<file path="src/rtl/device_router_pkg.sv">
// Shared definitions for the device router: slave tag map, FSM encoding,
// watchdog default and the select-index width helper.
package device_router_pkg;

  localparam logic [7:0] TAG_UART  = 8'hC0;
  localparam logic [7:0] TAG_CLINT = 8'hC2;
  localparam logic [7:0] TAG_SPI   = 8'hC4;
  localparam logic [7:0] TAG_GPIO  = 8'hC6;

  localparam logic [31:0] DEF_SLV_TAGS   = {TAG_GPIO, TAG_SPI, TAG_CLINT, TAG_UART};
  localparam int unsigned DEF_TIMEOUT    = 255;

  typedef enum logic [1:0] {
    ST_IDLE  = 2'd0,
    ST_ISSUE = 2'd1,
    ST_WAIT  = 2'd2,
    ST_RESP  = 2'd3
  } state_t;

  // A one-slave build still needs a 1-bit select index.
  function automatic int sel_width(input int n);
    return (n > 1) ? $clog2(n) : 1;
  endfunction

endpackage

</file>
<file path="src/rtl/device_addr_decode.sv">
// Combinational top-byte decoder: tag -> {hit, slave index}. Lowest index
// wins if tags collide.
module device_addr_decode
  import device_router_pkg::*;
#(
  parameter int                      N_SLAVES = 4,
  parameter logic [N_SLAVES*8-1:0]   SLV_TAGS = DEF_SLV_TAGS,
  parameter int                      SEL_W    = sel_width(N_SLAVES)
) (
  input  logic [7:0]       tag,
  output logic             hit,
  output logic [SEL_W-1:0] sel
);

  logic [N_SLAVES-1:0] match;

  for (genvar j = 0; j < N_SLAVES; j++) begin : g_match
    assign match[j] = (tag == SLV_TAGS[j*8 +: 8]);
  end

  // Walk high to low so the lowest matching index is the last write.
  always_comb begin
    hit = |match;
    sel = '0;
    for (int j = N_SLAVES - 1; j >= 0; j--) begin
      if (match[j]) sel = SEL_W'(j);
    end
  end

endmodule

</file>
<file path="src/rtl/device_router.sv">
// Routes the arbiter's serialized device request to one memory-mapped slave
// and always returns a response (unmapped and watchdog timeout included).
module device_router
  import device_router_pkg::*;
#(
  parameter int                    XLEN           = 32,
  parameter int                    N_SLAVES       = 4,
  parameter logic [N_SLAVES*8-1:0] SLV_TAGS       = DEF_SLV_TAGS,
  parameter int unsigned           TIMEOUT_CYCLES = DEF_TIMEOUT,
  parameter logic [XLEN-1:0]       ERR_DATA       = '0
) (
  input  logic                     clk_i,
  input  logic                     rst_i,
  input  logic                     m_strobe_i,
  input  logic [XLEN-1:0]          m_addr_i,
  input  logic                     m_rw_i,
  input  logic [XLEN/8-1:0]        m_byte_enable_i,
  input  logic [XLEN-1:0]          m_data_i,
  output logic                     m_data_ready_o,
  output logic [XLEN-1:0]          m_data_o,
  output logic [N_SLAVES-1:0]      s_strobe_o,
  output logic [XLEN-1:0]          s_addr_o,
  output logic                     s_rw_o,
  output logic [XLEN/8-1:0]        s_byte_enable_o,
  output logic [XLEN-1:0]          s_data_o,
  input  logic [N_SLAVES-1:0]      s_data_ready_i,
  input  logic [N_SLAVES*XLEN-1:0] s_data_i,
  output logic                     err_o,
  output logic                     overrun_o
);

  localparam int         SEL_W    = sel_width(N_SLAVES);
  localparam logic [7:0] TMO_LAST = 8'(TIMEOUT_CYCLES - 1);

  state_t           state;
  logic [SEL_W-1:0] sel_q, dec_sel;
  logic             hit_q, dec_hit;
  logic [7:0]       timer;
  logic             sel_rdy;
  logic [XLEN-1:0]  sel_data;

  device_addr_decode #(
    .N_SLAVES (N_SLAVES),
    .SLV_TAGS (SLV_TAGS),
    .SEL_W    (SEL_W)
  ) u_decode (
    .tag (m_addr_i[XLEN-1 -: 8]),
    .hit (dec_hit),
    .sel (dec_sel)
  );

  // Only the latched slave's ready/data are visible to the FSM.
  always_comb begin
    sel_rdy  = 1'b0;
    sel_data = '0;
    for (int j = 0; j < N_SLAVES; j++) begin
      if (SEL_W'(j) == sel_q) begin
        sel_rdy  = s_data_ready_i[j];
        sel_data = s_data_i[j*XLEN +: XLEN];
      end
    end
  end

  always_ff @(posedge clk_i or posedge rst_i) begin
    if (rst_i) begin
      state           <= ST_IDLE;
      sel_q           <= '0;
      hit_q           <= 1'b0;
      timer           <= '0;
      m_data_ready_o  <= 1'b0;
      m_data_o        <= '0;
      s_strobe_o      <= '0;
      s_addr_o        <= '0;
      s_rw_o          <= 1'b0;
      s_byte_enable_o <= '0;
      s_data_o        <= '0;
      err_o           <= 1'b0;
      overrun_o       <= 1'b0;
    end else begin
      s_strobe_o     <= '0;
      m_data_ready_o <= 1'b0;
      err_o          <= 1'b0;
      // Upstream must never strobe while a transaction is in flight.
      if (m_strobe_i && state != ST_IDLE) overrun_o <= 1'b1;

      case (state)
        ST_IDLE: begin
          if (m_strobe_i) begin
            s_addr_o        <= m_addr_i;
            s_rw_o          <= m_rw_i;
            s_byte_enable_o <= m_byte_enable_i;
            s_data_o        <= m_data_i;
            sel_q           <= dec_sel;
            hit_q           <= dec_hit;
            if (dec_hit) s_strobe_o <= N_SLAVES'(1) << dec_sel;
            state           <= ST_ISSUE;
          end
        end
        ST_ISSUE: begin
          timer <= '0;
          if (!hit_q) begin
            m_data_o       <= ERR_DATA;
            err_o          <= 1'b1;
            m_data_ready_o <= 1'b1;
            state          <= ST_RESP;
          end else if (sel_rdy) begin
            m_data_o       <= sel_data;
            m_data_ready_o <= 1'b1;
            state          <= ST_RESP;
          end else begin
            state <= ST_WAIT;
          end
        end
        ST_WAIT: begin
          if (sel_rdy) begin
            m_data_o       <= sel_data;
            m_data_ready_o <= 1'b1;
            state          <= ST_RESP;
          end else if (timer == TMO_LAST) begin
            m_data_o       <= ERR_DATA;
            err_o          <= 1'b1;
            m_data_ready_o <= 1'b1;
            state          <= ST_RESP;
          end else begin
            timer <= timer + 8'd1;
          end
        end
        ST_RESP: state <= ST_IDLE;
        default: state <= ST_IDLE;
      endcase
    end
  end

endmodule

</file>
<file path="config.mk">
export PLATFORM = sky130hd
export DESIGN_NAME = device_router
export DESIGN_NICKNAME = d
export VERILOG_FILES = /design/src/rtl/device_router_pkg.sv /design/src/rtl/device_addr_decode.sv /design/src/rtl/device_router.sv
export SDC_FILE = /design/constraint.sdc
export NUM_CORES = 1
export LEC_CHECK = 0
export CORE_AREA = 5 5 106 157
export CTS_CLUSTER_DIAMETER = 50
export CTS_CLUSTER_SIZE = 14
export DETAILED_ROUTE_END_ITERATION = 6
export DIE_AREA = 0 0 111 162
export GPL_ROUTABILITY_DRIVEN = 0
export GPL_TIMING_DRIVEN = 0
export PLACE_DENSITY_LB_ADDON = 0.12
export SLEW_MARGIN = 20
export SYNTH_ARGS = -nofsm -noshare
export SYNTH_HDL_FRONTEND = slang
export SYNTH_SLANG_ARGS = --single-unit
</file>
<file path="constraint.sdc">
create_clock -name clk_i -period 5.02 [get_ports clk_i]
set_input_delay 1.004 -clock clk_i [delete_from_list [all_inputs] [get_ports clk_i]]
set_output_delay 1.004 -clock clk_i [all_outputs]
set_load 0.01 [all_outputs]
</file>
**Word-level counts from Yosys, hierarchy flattened**

Index checks and enable logic that the tools add are counted.

- Add/sub/neg operators: 1
- Eq/ne operators: 16
- Shifts and indexed selects: 1
- Mux-type cells: 37
- Reductions and logical operators: 10

Operators with widths:

| operator | count |
|---|---|
| two-way mux 32 bit | 8 |
| one-hot mux 32 bit (2 select lines) | 1 |
| equality test 8 bit (second input constant) | 5 |
| two-way mux 8 bit | 2 |
| one-hot mux 8 bit (2 select lines) | 1 |
| two-way mux 2 bit | 7 |
| two-way mux 1 bit | 12 |
| two-way mux 4 bit | 3 |
| adder 8 x 1 -> 8 bit (second input constant) | 1 |
| one-hot mux 2 bit (4 select lines) | 1 |
| inequality test 2 bit (second input constant) | 3 |
| inequality test 3 bit (second input constant) | 2 |
| AND reduction 3 bit | 2 |
| equality test 2 bit (first input constant) | 2 |
| equality test 2 bit (second input constant) | 2 |
| logical NOT 2 bit | 2 |
| one-hot mux 1 bit (2 select lines) | 2 |
| AND reduction 2 bit | 2 |
| nonzero test 2 bit | 2 |
| OR reduction 4 bit | 1 |
| << shifter 1 x 2 -> 4 bit (first input constant) | 1 |
| equality test 1 x 2 -> 1 bit (first input constant) | 1 |
| equality test 2 x 1 -> 1 bit (second input constant) | 1 |
| logical AND 1 bit | 1 |

- Bits in registers: 121
- Bits of input ports: 204
- Word-level logic and storage cells: 78

**Logic depth before layout (Yosys ltp)**

Gate-level depths: netlist of the first run.

- Word-level depth: 9
- Gate-level depth with buffers: 8

**Cells and area by module**

A second synthesis of the first run with hierarchy kept.

- Cells, all modules: 403
- Area total of the unflattened synthesis: 5806.8 um2

Modules (own cells, without submodules):

| module | times used | cells each | area an instance (um2) | sequential area each (um2) |
|---|---|---|---|---|
| device_router | 1 | 396 | 5770.5 | 3027.9 |
| device_addr_decode | 1 | 7 | 36.3 | 0.0 |

**Least setup slack after synthesis of the first run**

OpenSTA, ideal clock, no wires.

- Kind: input-to-reg
- Start point: input port s_data_ready_i[3]
- End point: register timer[4]
- Library setup time: 0.069 ns
- Arrival time: 2.357 ns
- Required time: 4.951 ns
- Path slack: 2.594 ns
- Stages on the path: 4
- Cells stage by stage: mux4_2 > a21o_4 > or4_1 > nand3_1

- Longest elaborated chain between the ends: 3

RTL lines:

| what | RTL line | RTL |
|---|---|---|
| from (decl) | device_router.sv:26 | `input logic [N_SLAVES-1:0] s_data_ready_i,` |
| two-way mux 1 bit | device_router.sv:57 | `if (SEL_W'(j) == sel_q) begin` |
| inequality test 2 bit (no line) | -- |  |
| AND reduction 3 bit (no line) | -- |  |
| to (signal assigned) | device_router.sv:125 | `timer <= timer + 8'd1;` |
| to (decl) | device_router.sv:38 | `logic [7:0] timer;` |

Every way passes these cells.
A chain may end at the register's enable or synchronous reset.

**Worst setup path after layout of the first run**

- Start point: input port m_strobe_i
- End point: register s_data_o[17]

- Longest elaborated chain between the ends: 1

RTL lines:

| what | RTL line | RTL |
|---|---|---|
| from (decl) | device_router.sv:14 | `input logic m_strobe_i,` |
| AND reduction 2 bit (no line) | -- |  |
| to (signal assigned) | device_router.sv:92 | `s_data_o <= m_data_i;` |
| to (decl) | device_router.sv:25 | `output logic [XLEN-1:0] s_data_o,` |

Every way passes these cells.

==> parameters.txt, run 1 <==
Parameter                              Value

Power and ir drop
  Ratio of total power to cell area    526 nW/um^2
  Post-layout power    0.00514 W
  Switching Share    30.5%
  Share of power burned in registers    31.4%
  Combinational share of power    44.3%
  Worst vdd ir    0.356 mV
  Part of the total power dissipated in the clock network    24.2%
  Internal portion of total power    0.00357 W
  Static leakage    4.03 nW
  Sw Pwr    0.00157 W

Placed design
  Cell total after placement    909
  DP Area    9150 um^2
  IO buf count    311
  Pre-CTS setup slack    1890 ps
  HPWL Detailed    15000 um

Floorplan
  Die Height    162 um
  Core Box Area    15100 um^2
  I/O pins    312
  Total Die Area    18000 um^2
  Initial Util    38.2%
  Width of the die    111 um
  Placement Rows    55

CTS
  CTS tree    built
  TritonCTS buffer count    17
  Clock buffer depth    2
  Root Driver    sky130_fd_sc_hd__clkbuf_16
  Post-CTS resize count    0
  Later-pin clock latency in the skew report    410 ps
  Number of hold buffers added after CTS    0
  Total setup buffers inserted after CTS    0
  H-tree level count    4
  Clock edge transition at the registers on the reported setup and hold paths    50 ps
  CTS sink count    121

Timing
  Minimum clock period after layout    2660 ps
  Relative slew margins    61.0%
  Post-route worst setup slack    2360 ps
  Slew of the pin with the lowest slew margin    585 ps
  Number of max-slew violations in the final report    0
  Final hold violation count    0
  Final setup vio count    0
  Fin crit share    53.1%
  FMAX    375 MHz
  RSZ-0062 raised after global routing    false
  Largest clock skew in the final design    10.0 ps

Worst setup path
  Signal arrival time at the worst endpoint    2950 ps
  Flop2flop setup slack    2610 ps
  Critical Path Most Common Cell    sky130_fd_sc_hd__clkbuf_1
  Total buffers and inverters traversed by the critical path    3
  Type of the worst setup path    input port to flop
  Delay contributed by the slowest stage of the critical path    510 ps
  Largest driver fanout on the critical path    10
  Crit-path slowest cell    sky130_fd_sc_hd__clkbuf_1
  Kind of start point of the critical path    input port
  Crit. path cell count    5
  Cell family with most CP delay    buffers and inverters
  Logic depth of the worst register-to-register path    7
  CP cell instances    clkdlybuf4s50_1, nand2_1, clkbuf_1, clkbuf_1, mux2_2
  Critical Path End Type    flop
  WP data required    5310 ps

Synthesis
  Flip-flop cell with the highest count after synthesis    sky130_fd_sc_hd__dfrtp_1
  Synthesis warning total    0
  Flip-flop and latch count after synthesis    121
  Synth Net Count    607
  Synthesized cell area    5760 um^2
  Post-synth cell types    41
  Share of synthesized area occupied by flip-flops and latches    52.6%
  Post-synth EDFFs    0
  Mean post-synth cell area    14.5 um^2
  Number of instances in the synthesized netlist    398
  Share of flip-flops with an asynchronous set or reset    100%

Route
  Final WL    18500 um
  Detailed-route DRC error count    0
  DRT antenna net count    0
  Overall via count from detail_route    4673
  Vias per Instance    4.97
  Number of search-and-repair iterations in the first detailed-routing pass    6
  Detailed Route Iter0 Violations    127
  WL/cell    19.7 um

Global routing
  Via count of the first global-routing pass    5277
  Global-route wire length before repair    29000 um
  Initial antenna violation count    1
  Maximum number of pins on one net before global-route repair    68
  Total global routing track utilization    20.6%
  GRT overflow    0

Cells and area
  Register area    3030 um^2
  Count of filler cells inserted in the layout    1149
  Post-layout utilization of the core    64.8%
  Finished Layout Cells    941
  Ratio of cells with drive above 1 in the final layout    23.9%
  Multi-input gate area in the final layout    2580 um^2
  Layout net count    938
  Commonest non-fill, non-tap cell in the layout    sky130_fd_sc_hd__clkdlybuf4s50_1
  Final design instance area without fill    9770 um^2
  Area added between synthesis and finish    69.6%
  Highest-count cells in the layout ignoring fill and taps    sky130_fd_sc_hd__clkdlybuf4s50_1 (311), sky130_fd_sc_hd__dfrtp_1 (121), sky130_fd_sc_hd__mux2_2 (99)

Min path
  Path category of the worst min-delay check    flop to flop
  Instance count along the most critical hold path    1

Job
  Max-Cap Viols    0

Status
  Status    completed
[logic make-up after synthesis]
kind of cell | synth area share [%]
muxes | 33.4
AOI/OAI and AO/OA | 3.72
buffers and inverters | 2.54
and+or+nand+nor | 6.71
adders and majority gates | 1.09
DFF | 52.6
[registers in the layout, indices dropped and copies added (netlist names)]
name             cells
err_o                1
s_addr_o            32
m_data_ready_o       1
s_rw_o               1
state                2
overrun_o            1
s_strobe_o           4
s_byte_enable_o      4
m_data_o            32
s_data_o            32
sel_q                2
timer                8
hit_q                1
[final timing paths]
kind,from,endpoint
setup reg to reg,state[0],m_data_o[21]
min in group asynchronous,rst_i,s_addr_o[14]
setup / recovery,m_strobe_i,s_data_o[17]
hold reg to reg,overrun_o,overrun_o
max in group asynchronous,rst_i,s_addr_o[20]
hold / removal,overrun_o,overrun_o
[worst register-to-register path: cells and delay by family, from the launching register on]
family                   cells  cell delay (ps)
buffers and inverters        3              800
AO/OA/AOI/OAI                2              470
flip-flops                   1              380
multiplexers                 1              380
adder cells (fa/ha/maj)      1              270
[stage by stage]
stage	TNS [ps]	hold WS, ps
floorplan	0	461
global placement	-107020	444
detailed placement	0	475
CTS	0	488
global route	0	513
finish	0	479
[final cells by class]
cell class	instances	share of cell area (%)
diodes	1	0.0256
well taps	199	2.55
repair buffers	312	32.1
clock inverters	11	1.50
inverters	10	0.435
plain buffers	24	1.11
multi-input cells	243	26.5
clock buffers	20	4.78
flip-flops and latches	121	31.0
[power by group through the flow]
stage	logic, W	clock network [W]	registers [W]
2_1_floorplan	0.000867	0	0.00180
5_1_grt	0.00244	0.00132	0.00167
3_5_place_dp	0.00230	0	0.00163
6_report	0.00228	0.00125	0.00162
3_3_place_gp	0.00226	0	0.00160
4_1_cts	0.00232	0.00127	0.00162
[synth_stat cells (2+ instances only)]
cell	n	area [um^2]
sky130_fd_sc_hd__a211o_1	3	26.3
sky130_fd_sc_hd__a21o_1	3	22.5
sky130_fd_sc_hd__a21oi_1	6	30.0
sky130_fd_sc_hd__and3_1	2	12.5
sky130_fd_sc_hd__buf_2	9	45.0
sky130_fd_sc_hd__clkbuf_1	13	48.8
sky130_fd_sc_hd__dfrtp_1	121	3030
sky130_fd_sc_hd__ha_1	5	62.6
sky130_fd_sc_hd__inv_1	10	37.5
sky130_fd_sc_hd__mux2_2	99	1110
sky130_fd_sc_hd__mux2i_1	3	30.0
sky130_fd_sc_hd__mux4_2	33	743
sky130_fd_sc_hd__nand2_1	17	63.8
sky130_fd_sc_hd__nand3_1	4	20.0
sky130_fd_sc_hd__nor2_1	3	11.3
sky130_fd_sc_hd__nor2b_1	32	200
sky130_fd_sc_hd__nor3_1	2	10.0
sky130_fd_sc_hd__nor4_1	2	12.5
sky130_fd_sc_hd__o211ai_1	2	15.0
sky130_fd_sc_hd__o21ai_0	7	35.0
sky130_fd_sc_hd__or4_1	2	15.0
[metal layers]
layer	GRT usage [%]	vias to the layer above	part of all wire, %
li1	-	2114	-
met1	21.2	2294	35
met2	36.4	243	53
met3	9.84	22	11
met4	7.23	0	1.8
met5	0	-	0
No activity file was read; power rests on OpenSTA's default activity.
==> inputs of run 2 (changes only) <==
--- a/config.mk
+++ b/config.mk
@@ -5,11 +5,11 @@
 export SDC_FILE = /design/constraint.sdc
 export NUM_CORES = 1
 export LEC_CHECK = 0
-export CORE_AREA = 5 5 106 157
+export CORE_AREA = 5 5 110 163
 export CTS_CLUSTER_DIAMETER = 50
 export CTS_CLUSTER_SIZE = 14
 export DETAILED_ROUTE_END_ITERATION = 6
-export DIE_AREA = 0 0 111 162
+export DIE_AREA = 0 0 115 168
 export GPL_ROUTABILITY_DRIVEN = 0
 export GPL_TIMING_DRIVEN = 0
 export PLACE_DENSITY_LB_ADDON = 0.12
==> constraint.sdc (replaced) <==
create_clock -name clk_i -period 2.4 [get_ports clk_i]
set_input_delay 0.48 -clock clk_i [delete_from_list [all_inputs] [get_ports clk_i]]
set_output_delay 0.48 -clock clk_i [all_outputs]
set_load 0.01 [all_outputs]
==> run 2 against run 1 <==
Effect of this change:
- global-route usage down 1.5 points
- routed wire length up 1.6%
- sequential power up 110%
- flip-flop and latch count unchanged
- clock power up 100%
- non-clock buffer count up 3
==> parameters.txt, run 2 (synthesis results as in run 1) <==
Parameter                              Value

Worst setup path
  Type of the worst setup path    flop to flop
  Crit-path slowest cell    sky130_fd_sc_hd__dfrtp_1
  Signal arrival time at the worst endpoint    2480 ps (-470 ps)
  Largest driver fanout on the critical path    10 (unchanged)
  WP data required    2690 ps (-2620 ps)
  Critical Path End Type    flop
  Delay contributed by the slowest stage of the critical path    380 ps (-130 ps)
  CP cell instances    inv_1, ha_1, clkbuf_2, o21ai_0, o21ai_2, buf_2, mux2_2
  Kind of start point of the critical path    flop

Floorplan
  I/O pins    312 (unchanged)
  Placement Rows    57 (+3.6%)
  Core Box Area    16300 um^2 (+7.9%)
  Width of the die    115 um (+3.6%)
  Total Die Area    19300 um^2 (+7.4%)
  Initial Util    35.4% (-2.8 points)
  Die Height    168 um (+3.7%)

CTS
  Later-pin clock latency in the skew report    410 ps (about the same)
  Clock edge transition at the registers on the reported setup and hold paths    60 ps (about the same)
  CTS sink count    121 (unchanged)
  TritonCTS buffer count    17 (unchanged)
  H-tree level count    4 (unchanged)
  Clock buffer depth    2 (unchanged)
  Total setup buffers inserted after CTS    0 (unchanged)
  Root Driver    sky130_fd_sc_hd__clkbuf_16
  CTS tree    built

Route
  Number of search-and-repair iterations in the first detailed-routing pass    4 (-2)
  DRT antenna net count    0 (unchanged)
  Vias per Instance    4.96 (-0.14%)
  Detailed-route DRC error count    0 (unchanged)
  Overall via count from detail_route    4721 (+1.0%)
  Final WL    18800 um (+1.6%)
  WL/cell    19.8 um (+0.46%)
  Detailed Route Iter0 Violations    128 (+0.79%)

Cells and area
  Highest-count cells in the layout ignoring fill and taps    sky130_fd_sc_hd__clkdlybuf4s50_1 (311), sky130_fd_sc_hd__dfrtp_1 (121), sky130_fd_sc_hd__mux2_2 (99)
  Ratio of cells with drive above 1 in the final layout    25.2% (+1.3 points)
  Biggest regs    m_data_o x32, s_addr_o x32, s_data_o x32
  Final design instance area without fill    9830 um^2 (+0.59%)
  Area added between synthesis and finish    70.6%
  Layout net count    941 (+0.32%)
  Commonest non-fill, non-tap cell in the layout    sky130_fd_sc_hd__clkdlybuf4s50_1

Timing
  Number of max-slew violations in the final report    0 (unchanged)
  Final setup vio count    0 (unchanged)
  Minimum clock period after layout    2190 ps
  Slew of the pin with the lowest slew margin    619 ps (+33.9 ps)
  Sum of negative setup slack    0 ps (unchanged)
  RSZ-0062 raised after global routing    false
  Fin crit share    91.2%
  Largest clock skew in the final design    8.45 ps (-1.57 ps)
  Final hold violation count    0 (unchanged)
  Relative slew margins    58.7% (-2.3 points)
  FMAX    457 MHz

Placed design
  DP Area    9220 um^2 (+0.74%)
  HPWL Detailed    15200 um (+1.5%)
  IO buf count    311 (unchanged)

Global routing
  Global route hottest layer    met2
  Global routing met1 resource utilization    19.0% (-2.2 points)
  Maximum number of pins on one net before global-route repair    31 (-54%)
  Total global routing track utilization    19.0% (-1.5 points)
  Initial antenna violation count    1 (unchanged)
  Met3 demand-to-capacity share in global routing    9.37% (-0.47 points)
  Met2 Usage GRT    33.7% (-2.7 points)
  Via count of the first global-routing pass    5366 (+1.7%)
  Global-route wire length before repair    28900 um (-0.33%)
  GRT overflow    0 (unchanged)

Min path
  Path category of the worst min-delay check    input port to asynchronous set/reset pin

Power and ir drop
  Worst vdd ir    0.864 mV (+140%)
  Ratio of total power to cell area    1090 nW/um^2 (+110%)
  Static leakage    4.05 nW (+0.60%)
  Post-layout power    0.0107 W (+110%)

Job
  Max-Cap Viols    0 (unchanged)

Status
  Status    completed
## run 2: changes by cell type in the layout (fill, tap and decap cells not counted)
| cell | previous run | this run |
|---|---|---|
| sky130_fd_sc_hd__clkbuf_1 | 13 | 7 |
| sky130_fd_sc_hd__clkbuf_2 | 0 | 6 |
| sky130_fd_sc_hd__buf_12 | 0 | 3 |
| sky130_fd_sc_hd__clkbuf_8 | 3 | 0 |
| sky130_fd_sc_hd__inv_6 | 1 | 4 |
| sky130_fd_sc_hd__clkinv_2 | 3 | 1 |
| sky130_fd_sc_hd__clkinv_4 | 3 | 5 |
| sky130_fd_sc_hd__clkinvlp_4 | 2 | 4 |
| sky130_fd_sc_hd__bufinv_16 | 3 | 2 |
| sky130_fd_sc_hd__o21ai_1 | 1 | 0 |
| sky130_fd_sc_hd__o21ai_2 | 0 | 1 |
## run 2: worst max-delay path: cells and delay by family (launching register included)
| kind | cells | cell delay, ps |
|---|---|---|
| adders and majority gates | 1 | 270 |
| buffers and inverters | 3 | 680 |
| muxes | 1 | 370 |
| DFF | 1 | 380 |
| AOI/OAI and AO/OA | 2 | 370 |
## run 2: through the flow
step / utilization, % / instances / worst slack [ps] / hold WS [ps]
after detailed placement: 56.7 / 919 / -240 / 453
final: 60.4 / 952 / 210 / 443
after CTS: 60.4 / 951 / 46.0 / 448
after global placement: 56.2 / 915 / -699 / 444
after floorplan: - / 398 / 329 / 461
after global routing: 60.4 / 952 / 11.1 / 475
## run 2: final cells by class
cell class / count / area [um^2]
fillers: 1329 / 6430
repair buffers: 315 / 3200
flip-flops and latches: 121 / 3030
multi-input cells: 243 / 2590
clock buffers: 17 / 425
well taps: 206 / 258
clock inverters: 15 / 166
plain buffers: 24 / 116
inverters: 10 / 41.3
diodes: 1 / 2.50
## run 2: layer usage
| layer | wire length, um | vias to the layer above |
|---|---|---|
| met4 | 414 | 0 |
| met5 | 0 | - |
| li1 | - | 2128 |
| met1 | 6360 | 2315 |
| met2 | 9630 | 255 |
| met3 | 2430 | 23 |
## run 2: repair_timing
| item | in CTS | in global routing |
|---|---|---|
| gates resized for setup | 1 | 12 |
| setup endpoints to repair | 30 | 75 |
| hold buffers | 0 | 0 |
## run 2: where the power goes
part	internal, W	switching, W
Clock	0.00155	0.000993
Sequential	0.00292	0.000448
Combinational	0.00286	0.00194
## run 2: path summary, 6_finish.rpt
check,depth (start not counted),from,to,slack (ps)
worst max-delay path,7,state[0],m_data_o[19],210
worst max register to register,7,state[0],m_data_o[19],210
max in group asynchronous,4,rst_i,m_data_o[9],1260
worst min register to register,1,overrun_o,overrun_o,450
worst min-delay path,2,rst_i,s_byte_enable_o[1],440
min in group clk_i,1,overrun_o,overrun_o,450
==> inputs of run 3 (changes only) <==
--- a/config.mk
+++ b/config.mk
@@ -5,6 +5,7 @@
 export SDC_FILE = /design/constraint.sdc
 export NUM_CORES = 1
 export LEC_CHECK = 0
+export CAP_MARGIN = 20
 export CORE_AREA = 5 5 110 163
 export CTS_CLUSTER_DIAMETER = 50
 export CTS_CLUSTER_SIZE = 14
==> results of run 3 <==
Same layout as run 2: the final DEF is identical, and so are final timing and power.
